[config.mk]
export PLATFORM = sky130hd
export DESIGN_NAME = c4_game_controller
export DESIGN_NICKNAME = d
export VERILOG_FILES = /design/src/rtl/c4_game_controller.sv
export SDC_FILE = /design/constraint.sdc
export NUM_CORES = 1
export LEC_CHECK = 0
export ABC_AREA = 1
export CAP_MARGIN = 30
export CORE_UTILIZATION = 65
export CTS_CLUSTER_DIAMETER = 150
export DETAILED_ROUTE_END_ITERATION = 12
export PLACE_DENSITY_LB_ADDON = 0.2
export RECOVER_POWER = 100
export SYNTH_ARGS = -nofsm -noshare
export SYNTH_HDL_FRONTEND = slang
export SYNTH_SLANG_ARGS = --single-unit
[constraint.sdc]
create_clock -name clk_25MHz -period 10.77 [get_ports clk_25MHz]
set_clock_uncertainty 0.15 [all_clocks]
set_input_delay 1.6155 -clock clk_25MHz [delete_from_list [all_inputs] [get_ports clk_25MHz]]
set_output_delay 1.6155 -clock clk_25MHz [all_outputs]
set_load 0.005 [all_outputs]
[src/rtl/c4_game_controller.sv]
// c4_game_controller
//   Connect Four sequencing controller. Turns raw buttons into cursor moves
//   and piece drops, owns the 7x6 board, finds the landing row, scans the
//   four line directions through the placed piece and alternates players.
//
//   Ports:
//     clk_25MHz                 single 25 MHz clock
//     rst_n                     asynchronous active-low reset
//     move_left/right, drop_piece  raw active-high buttons (asynchronous)
//     rd_col, rd_row, rd_cell   combinational board read port for the renderer
//                               (out-of-range column/row read as 0)
//     cursor_col                cursor column 0..6
//     cur_player                0 = P1, 1 = P2
//     game_state                00 PLAY, 01 WIN, 10 DRAW
//     winner                    winning player, meaningful in WIN only
//     busy                      high while a drop is being processed
//
//   Build option: define C4_DEBOUNCE_EN to put a DEBOUNCE_CYCLES stability
//   filter between each synchronizer and its edge detector.
module c4_game_controller #(
    parameter int DEBOUNCE_CYCLES = 250000
) (
    input  logic       clk_25MHz,
    input  logic       rst_n,
    input  logic       move_left,
    input  logic       move_right,
    input  logic       drop_piece,
    input  logic [2:0] rd_col,
    input  logic [2:0] rd_row,
    output logic [1:0] rd_cell,
    output logic [2:0] cursor_col,
    output logic       cur_player,
    output logic [1:0] game_state,
    output logic       winner,
    output logic       busy
);

    typedef enum logic [2:0] {
        S_IDLE, S_FIND, S_PLACE, S_CHECK, S_RESOLVE, S_OVER
    } state_t;

    typedef enum logic [1:0] {
        GS_PLAY = 2'b00,
        GS_WIN  = 2'b01,
        GS_DRAW = 2'b10
    } gstate_t;

    if (DEBOUNCE_CYCLES < 1) begin : g_param_check
        $error("DEBOUNCE_CYCLES must be at least 1");
    end

    // Button front end, bit order {drop, right, left}
    logic [2:0] sync1_q, sync2_q, prev_q, btn_lvl, pulse;

    always_ff @(posedge clk_25MHz or negedge rst_n) begin
        if (!rst_n) begin
            sync1_q <= '0;
            sync2_q <= '0;
            prev_q  <= '0;
        end else begin
            sync1_q <= {drop_piece, move_right, move_left};
            sync2_q <= sync1_q;
            prev_q  <= btn_lvl;
        end
    end

`ifdef C4_DEBOUNCE_EN
    localparam int CntW = $clog2(DEBOUNCE_CYCLES + 1);

    for (genvar b = 0; b < 3; b++) begin : g_db
        logic [CntW-1:0] cnt_q;
        logic            lvl_q;

        always_ff @(posedge clk_25MHz or negedge rst_n) begin
            if (!rst_n) begin
                cnt_q <= '0;
                lvl_q <= 1'b0;
            end else if (sync2_q[b] == lvl_q) begin
                cnt_q <= '0;
            end else if (cnt_q == CntW'(DEBOUNCE_CYCLES - 1)) begin
                cnt_q <= '0;
                lvl_q <= sync2_q[b];
            end else begin
                cnt_q <= cnt_q + 1'b1;
            end
        end

        assign btn_lvl[b] = lvl_q;
    end
`else
    assign btn_lvl = sync2_q;
`endif

    assign pulse = btn_lvl & ~prev_q;

    // Game state
    state_t     state_q, state_d;
    gstate_t    gs_q, gs_d;
    logic [1:0] board_q [0:6][0:5];
    logic [2:0] cursor_q, cursor_d;
    logic [2:0] col_q, col_d;
    logic [2:0] row_q, row_d;
    logic [1:0] dir_q, dir_d;
    logic [5:0] moves_q, moves_d;
    logic       player_q, player_d;
    logic       winner_q, winner_d;
    logic       win_q, win_d;
    logic       board_we, board_clr;
    logic [1:0] code;
    logic [2:0] line_cnt;
    int         dc, dr, c, r;
    logic       run;

    assign code = player_q ? 2'b10 : 2'b01;

    // Contiguous same-colour run through (col_q,row_q) along the current
    // direction, at most 3 cells each side, stopping at the board edge.
    always_comb begin
        dc = 1;
        dr = 0;
        c  = 0;
        r  = 0;
        unique case (dir_q)
            2'd0:    begin dc = 1; dr = 0;  end
            2'd1:    begin dc = 0; dr = 1;  end
            2'd2:    begin dc = 1; dr = 1;  end
            default: begin dc = 1; dr = -1; end
        endcase
        line_cnt = 3'd1;
        run = 1'b1;
        for (int unsigned i = 1; i <= 3; i++) begin
            c = int'(col_q) + int'(i) * dc;
            r = int'(row_q) + int'(i) * dr;
            if (run && c >= 0 && c <= 6 && r >= 0 && r <= 5) begin
                if (board_q[3'(c)][3'(r)] == code) line_cnt = line_cnt + 3'd1;
                else run = 1'b0;
            end else begin
                run = 1'b0;
            end
        end
        run = 1'b1;
        for (int unsigned i = 1; i <= 3; i++) begin
            c = int'(col_q) - int'(i) * dc;
            r = int'(row_q) - int'(i) * dr;
            if (run && c >= 0 && c <= 6 && r >= 0 && r <= 5) begin
                if (board_q[3'(c)][3'(r)] == code) line_cnt = line_cnt + 3'd1;
                else run = 1'b0;
            end else begin
                run = 1'b0;
            end
        end
    end

    always_comb begin
        state_d   = state_q;
        gs_d      = gs_q;
        cursor_d  = cursor_q;
        col_d     = col_q;
        row_d     = row_q;
        dir_d     = dir_q;
        moves_d   = moves_q;
        player_d  = player_q;
        winner_d  = winner_q;
        win_d     = win_q;
        board_we  = 1'b0;
        board_clr = 1'b0;
        unique case (state_q)
            S_IDLE: begin
                if (pulse[2]) begin
                    col_d   = cursor_q;
                    row_d   = '0;
                    state_d = S_FIND;
                end else if (pulse[0] && !pulse[1]) begin
                    if (cursor_q != 3'd0) cursor_d = cursor_q - 3'd1;
                end else if (pulse[1] && !pulse[0]) begin
                    if (cursor_q != 3'd6) cursor_d = cursor_q + 3'd1;
                end
            end
            // Row 6 means rows 0..5 were all occupied: one extra cycle to
            // return, so a full column spends 6 FIND cycles plus the return.
            S_FIND: begin
                if (row_q == 3'd6)                       state_d = S_IDLE;
                else if (board_q[col_q][row_q] == 2'b00) state_d = S_PLACE;
                else                                     row_d = row_q + 3'd1;
            end
            S_PLACE: begin
                board_we = 1'b1;
                moves_d  = moves_q + 6'd1;
                dir_d    = '0;
                state_d  = S_CHECK;
            end
            S_CHECK: begin
                if (line_cnt >= 3'd4) win_d = 1'b1;
                dir_d = dir_q + 2'd1;
                if (dir_q == 2'd3) state_d = S_RESOLVE;
            end
            S_RESOLVE: begin
                if (win_q) begin
                    gs_d     = GS_WIN;
                    winner_d = player_q;
                    state_d  = S_OVER;
                end else if (moves_q == 6'd42) begin
                    gs_d    = GS_DRAW;
                    state_d = S_OVER;
                end else begin
                    player_d = ~player_q;
                    state_d  = S_IDLE;
                end
            end
            S_OVER: begin
                if (pulse[2]) begin
                    board_clr = 1'b1;
                    moves_d   = '0;
                    win_d     = 1'b0;
                    cursor_d  = 3'd3;
                    player_d  = 1'b0;
                    gs_d      = GS_PLAY;
                    state_d   = S_IDLE;
                end
            end
            default: state_d = S_IDLE;
        endcase
    end

    always_ff @(posedge clk_25MHz or negedge rst_n) begin
        if (!rst_n) begin
            state_q  <= S_IDLE;
            gs_q     <= GS_PLAY;
            cursor_q <= 3'd3;
            col_q    <= '0;
            row_q    <= '0;
            dir_q    <= '0;
            moves_q  <= '0;
            player_q <= 1'b0;
            winner_q <= 1'b0;
            win_q    <= 1'b0;
        end else begin
            state_q  <= state_d;
            gs_q     <= gs_d;
            cursor_q <= cursor_d;
            col_q    <= col_d;
            row_q    <= row_d;
            dir_q    <= dir_d;
            moves_q  <= moves_d;
            player_q <= player_d;
            winner_q <= winner_d;
            win_q    <= win_d;
        end
    end

    always_ff @(posedge clk_25MHz or negedge rst_n) begin
        if (!rst_n) begin
            board_q <= '{default: '0};
        end else if (board_clr) begin
            board_q <= '{default: '0};
        end else if (board_we) begin
            board_q[col_q][row_q] <= code;
        end
    end

    logic [2:0] rd_c, rd_r;
    assign rd_c    = (rd_col > 3'd6) ? 3'd0 : rd_col;
    assign rd_r    = (rd_row > 3'd5) ? 3'd0 : rd_row;
    assign rd_cell = board_q[rd_c][rd_r];

    assign cursor_col = cursor_q;
    assign cur_player = player_q;
    assign game_state = gs_q;
    assign winner     = winner_q;
    assign busy       = (state_q == S_FIND) || (state_q == S_PLACE) ||
                        (state_q == S_CHECK) || (state_q == S_RESOLVE);

endmodule

* After elaboration in Yosys (flattened, before gate mapping)
Index checks and enable logic that the tools add are counted.
** Cells by class
- $add $sub $neg :: 22
- Multiply operators :: 2
- $lt $le $gt $ge :: 45
- Equality and inequality tests :: 31
- Mux-type cells :: 114
- Bitwise operators :: 19
- Reduce and logical (&&, ||, !) cells :: 52
** Operator list (number)
- 32-bit by 1-bit >= comparator with 1-bit output, second input constant :: 12
- 32-bit by 4-bit less-or-equal comparator with 1-bit output, second input constant :: 12
- 12-bit binary-select mux with 3-bit select :: 8
- 12-bit 2-to-1 mux :: 17
- 4-bit by 32-bit adder with 32-bit output :: 6
- 4-bit by 32-bit subtractor with 32-bit output :: 6
- 84-bit 2-to-1 mux :: 2
- 84-bit bitwise mux :: 1
- 3-bit 2-to-1 mux :: 27
- 3-bit by 32-bit multiplier with 32-bit output, first input constant :: 2
- 32-bit one-hot mux with 2 select lines :: 1
- 2-bit binary-select mux with 3-bit select :: 8
- 3-bit by 4-bit >= comparator with 1-bit output, second input constant :: 12
- 2-bit 2-to-1 mux :: 23
- 3-bit NOT :: 13
- 12-bit demux with 3-bit select :: 1
- 1-bit logical AND :: 26
- 3-bit by 1-bit adder with 3-bit output, second input constant :: 7
- 2-bit != test, second input constant :: 9
- 3-bit != test, second input constant :: 6
- 3-bit one-hot mux with 6 select lines :: 1
- 4-bit >= comparator, second input constant :: 4
- 1-bit 2-to-1 mux :: 16
- 3-bit NOT with 4-bit output :: 4
- 32 further kinds :: 61
** Word-level totals
- Register bits after elaboration :: 118
- Bits of input ports :: 11

* Longest topological paths before layout
- Word-level depth :: 35
- Depth in mapped cells :: 45

* Least setup slack after synthesis
Ideal clock, no wire load.
- Kind :: register to register
- From :: register dir_q[0]
- To :: register win_q
- Arrival :: 5806 ps
- Data required time :: 10503 ps
- Path slack :: 4697 ps
- Stages on the path, launching flop included :: 41
- Buffers on the path :: 2
- Period minus slack after synthesis :: 6073 ps
- Cell sequence :: dfrtp_1 > ha_1 > clkbuf_1 > inv_1 > ha_1 > buf_2 > a22oi_1 > or2_2 > ha_1 > nand2_1 > nor3_1 > o211ai_1 > nor2_1 > and3_1 > nand2_2 > nor2_4 > inv_1 > ha_1 > [... 5 more ...] > nand2_1 > nand2_1 > nand2_1 > inv_1 > ha_1 > inv_1 > nor4b_1 > nand2_1 > a2111oi_0 > nand3_1 > nor2_1 > nand2_1 > inv_1 > nand2_1 > nand2_1 > nand2_1 > nand3_1 > nand2_1
** On the way
- Word-level cells in the longest chain between the ends :: 35
- Elaborated cells on any way between the ends :: 148
- Those cells by class :: add/sub: 17; mul: 2; order compare: 25; eq/ne: 9; mux: 58; bitwise: 12; reduce/logical: 25
** Ends and longest elaborated chain
- start: declaration :: line 103 : logic [1:0] dir_q, dir_d;
- start signal: assignment :: line 243 : dir_q <= dir_d;
- branches (longest 31 deep; another with 3-bit by 32-bit multiplier with 32-bit output)
- 3-bit 2-to-1 mux (*) :: line 145 : if (run && c >= 0 && c <= 6 && r >= 0 && r <= 5) begin
- 3-bit >= comparator (*) :: line 193 : if (line_cnt >= 3'd4) win_d = 1'b1;
- 2-bit != test (no source line) (*)
- 3-bit AND reduction (no source line) (*)
- end signal: assignment :: line 247 : win_q <= win_d;
- end: declaration :: line 107 : logic win_q, win_d;
Mark *: on every way between the ends. The select of a mux whose other input is x is not followed.
A chain may end at the register's enable or synchronous reset.

* Worst setup path after layout
- From :: register col_q[0]
- To :: register win_q
** On the way
- Word-level cells in the longest chain between the ends :: 33
- Elaborated cells on any way between the ends :: 116
- Those cells by class :: add/sub: 11; order compare: 13; eq/ne: 7; mux: 56; bitwise: 6; reduce/logical: 23
** Ends and longest elaborated chain
- start: declaration :: line 101 : logic [2:0] col_q, col_d;
- start signal: assignment :: line 241 : col_q <= col_d;
- branches (longest 29 deep; another with 4-bit by 32-bit adder with 32-bit output)
- 3-bit 2-to-1 mux (*) :: line 145
- 3-bit >= comparator (*) :: line 193
- 2-bit != test (no source line) (*)
- 3-bit AND reduction (no source line) (*)
Marked as above.

==> impl_metrics.tcl <==
set metrics [dict create \
    worst-setup-path-type "reg -> reg" \
    async_reset_ff_share_pct 100 \
    synth_area_um2 11800 \
    cts-hold-fix-buffers 0 \
    stdcell_count 2119 \
    crit_required_ps 10930 \
    r2r_end "win_q" \
    portBuffers 20 \
    synth_top_family_by_area "simple AND/OR/NAND/NOR gates" \
    cp_data_arrival_time_ps 8230 \
    antenna_cells 0 \
    detail_route.iter0.violations 1953 \
    syn_avg_cell_area_um2 6.14 \
    tritoncts "done" \
    outcome "finished with violations" \
    cts_htree_levels 4 \
    maxCapViolCount 4 \
    clkSinkCount 118 \
    synthSimpleGateAreaFrac_pct 36.7 \
    critPathCaptureType "register" \
    fmax_mhz 124 \
    drive_gt1_share_pct 3.43 \
    die_y_um 137 \
    antenna_found_initial 0 \
    dieArea_um2 18800 \
    fin_crit_ps 8070 \
    rows 48 \
    finalSetupViolCount 0 \
    cp_max_fo 50 \
    dp.cells 2086 \
    synth.net_count 2009 \
    cts_buffers 17 \
    cp_slowest_cell "ha_1" \
    yosysUniqueCellTypes 56 \
    fp.coreArea_um2 17500 \
    fin_ws_ps 2700 \
    drt_pass1_iterations 8 \
    fin_tns_setup_ps 0 \
    tightest_slew_ps 3920 \
    period_share_pct 74.9 \
    max-clock-path-buffers 2 \
    pre_cts_ws_ps 3540 \
    reg2reg_from "col_q[0]" \
    layout_commonest_cell "nand2_1" \
    rsz0062_at_grt "no" \
    grt_pass1_vias 12400 \
    synth-seq-cells 118 \
    grt_max_degree 81 \
    avgRoutedWirePerCell_um 20.5 \
    r2r_slack_ps 2700 \
    min_to "btn_lvl[2]" \
    gp_congestion 1.02 \
    crit_path_start_kind "register" \
    yosysSeqAreaShare_pct 25.0 \
    slew_viol_final 207 \
    hold_depth 0 \
    slowest_delay_ps 1230 \
    min_from "sync1_q[2]" \
    worst_slew_margin_rel_pct -161 \
    antenna_left 0 \
    worst-r2r-cell-count 41 \
    clockRootBuffer "clkbuf_16" \
    detailroute.via_count 14100 \
    timing.final.hold_violations 0 \
    seq_area_um2 2960 \
    hold_slack_ps 205 \
    final_cell_mix "nand2_1, nand3_1, inv_1" \
    finalWirelength_um 43500 \
    multi_input_area_um2 7650 \
    grt_pass1_wl_um 66800 \
    cts_resized 0 \
    nets 1962 \
    syn_to_final_growth_pct 5.59 \
    drc_errors 0 \
    hpwlAfterDp_um 31700 \
    synth-compound-area-share_pct 19.5 \
    clock_latency_ps 430 \
    pin_count 21 \
    hold_class "reg -> reg" \
    synth_xor_area_share_pct 0.518 \
    cts.clk_slew.worst_paths_ps 70 \
    viasPerCell 6.66 \
    yosysWarnings 0 \
    n_fill_cell 1523 \
    overflow 0 \
    initial_utilization_pct 67.5 \
    crit_top_cell "nand2_1" \
    grt_usage_pct 47.0 \
    fp.dieW_um 137 \
    cts_setup_buffers 0 \
    synth-adder-area-share_pct 7.84 \
    syn_inst 1928 \
    muxShareOfSynthArea_pct 0 \
    synth-edff-count 0 \
    violations "max-capacitance violations, max-slew violations" \
    synthFlopType "dfrtp_1" \
]
critical path: cells and delay by family, from the launching register on:
| kind | cells | cell delay, ps |
|---|---|---|
| flops | 1 | 340 |
| compound gates | 1 | 370 |
| simple gates | 27 | 2780 |
| fa+ha+maj | 4 | 2050 |
| buf+inv | 9 | 2220 |
cell usage after synthesis (all sizes together) (3+ instances only):
library cell,n,area (um2)
nor2,138,531
clkbuf,54,203
a31oi,11,68.8
a311oi,3,26.3
buf,45,297
clkinv,6,22.5
o221ai,3,26.3
o21ai,203,1020
nand3b,4,30.0
ha,63,788
nand4,13,81.3
nand3,265,1330
nand2,577,2180
dfrtp,116,2900
o211ai,21,158
nor3,17,85.1
a21oi,105,541
xor2,6,52.6
a32oi,3,26.3
o311ai,3,26.3
inv,189,712
nor4,7,43.8
o31ai,5,37.5
a41oi,10,87.6
or2,3,18.8
fa,7,140
a22oi,4,30.0
o22ai,23,144
stage by stage:
step	util [%]	instance area [um2]
final	71.3	12500
after global placement	68.0	11900
after global routing	71.3	12500
after floorplan	-	11800
after CTS	71.4	12500
after detailed placement	68.0	11900
layer usage:
metal / vias to the layer above / track usage (%) / part of all wire (%)
met1: 6368 / 62.0 / 38
met4: 0 / 24.5 / 5.4
met3: 223 / 12.6 / 15
li1: 6372 / - / -
met2: 1149 / 70.3 / 42
met5: - / 1.94 / 0
registers in the layout, summed over array words and instances, names as in the netlist:
register / cells
row_q: 3
state_q: 3
winner: 1
moves_q: 6
win_q: 1
btn_lvl: 3
board_q: 84
cursor_col: 3
dir_q: 2
cur_player: 1
sync1_q: 3
prev_q: 3
col_q: 3
game_state: 2
how the worst max path moves through the flow:
| stage | slack [ps] | cells past startpoint | end | startpoint |
|---|---|---|---|---|
| after floorplan | 4700 | 40 | win_q | dir_q[0] |
| after global placement | 3780 | 13 | rd_cell[1] | rd_col[0] |
| after detailed placement | 3540 | 38 | win_q | dir_q[0] |
| after CTS | 3490 | 38 | win_q | dir_q[0] |
| after global routing | 2150 | 41 | win_q | col_q[0] |
| final | 2700 | 41 | win_q | col_q[0] |
final cells by class:
class / count / share of cell area (%)
Inverter: 195 / 5.88
Timing Repair Buffer: 33 / 2.18
Multi-Input combinational cell: 1516 / 61.2
Sequential cell: 118 / 23.6
Clock inverter: 15 / 1.45
Clock buffer: 17 / 3.40
Tap cell: 225 / 2.25
kinds of logic (layout without fill, tap and decap cells):
| family | Yosys count | in the layout |
|---|---|---|
| AOI/OAI and AO/OA | 408 | 408 |
| xor gates and xnor gates | 7 | 7 |
| adders and majority gates | 70 | 70 |
| buffers and inverters | 294 | 260 |
| DFF | 118 | 118 |
| and+or+nand+nor | 1031 | 1031 |
Power is not shown: default switching activity piles up to over one toggle a cycle in this logic, so the estimate is an artifact.
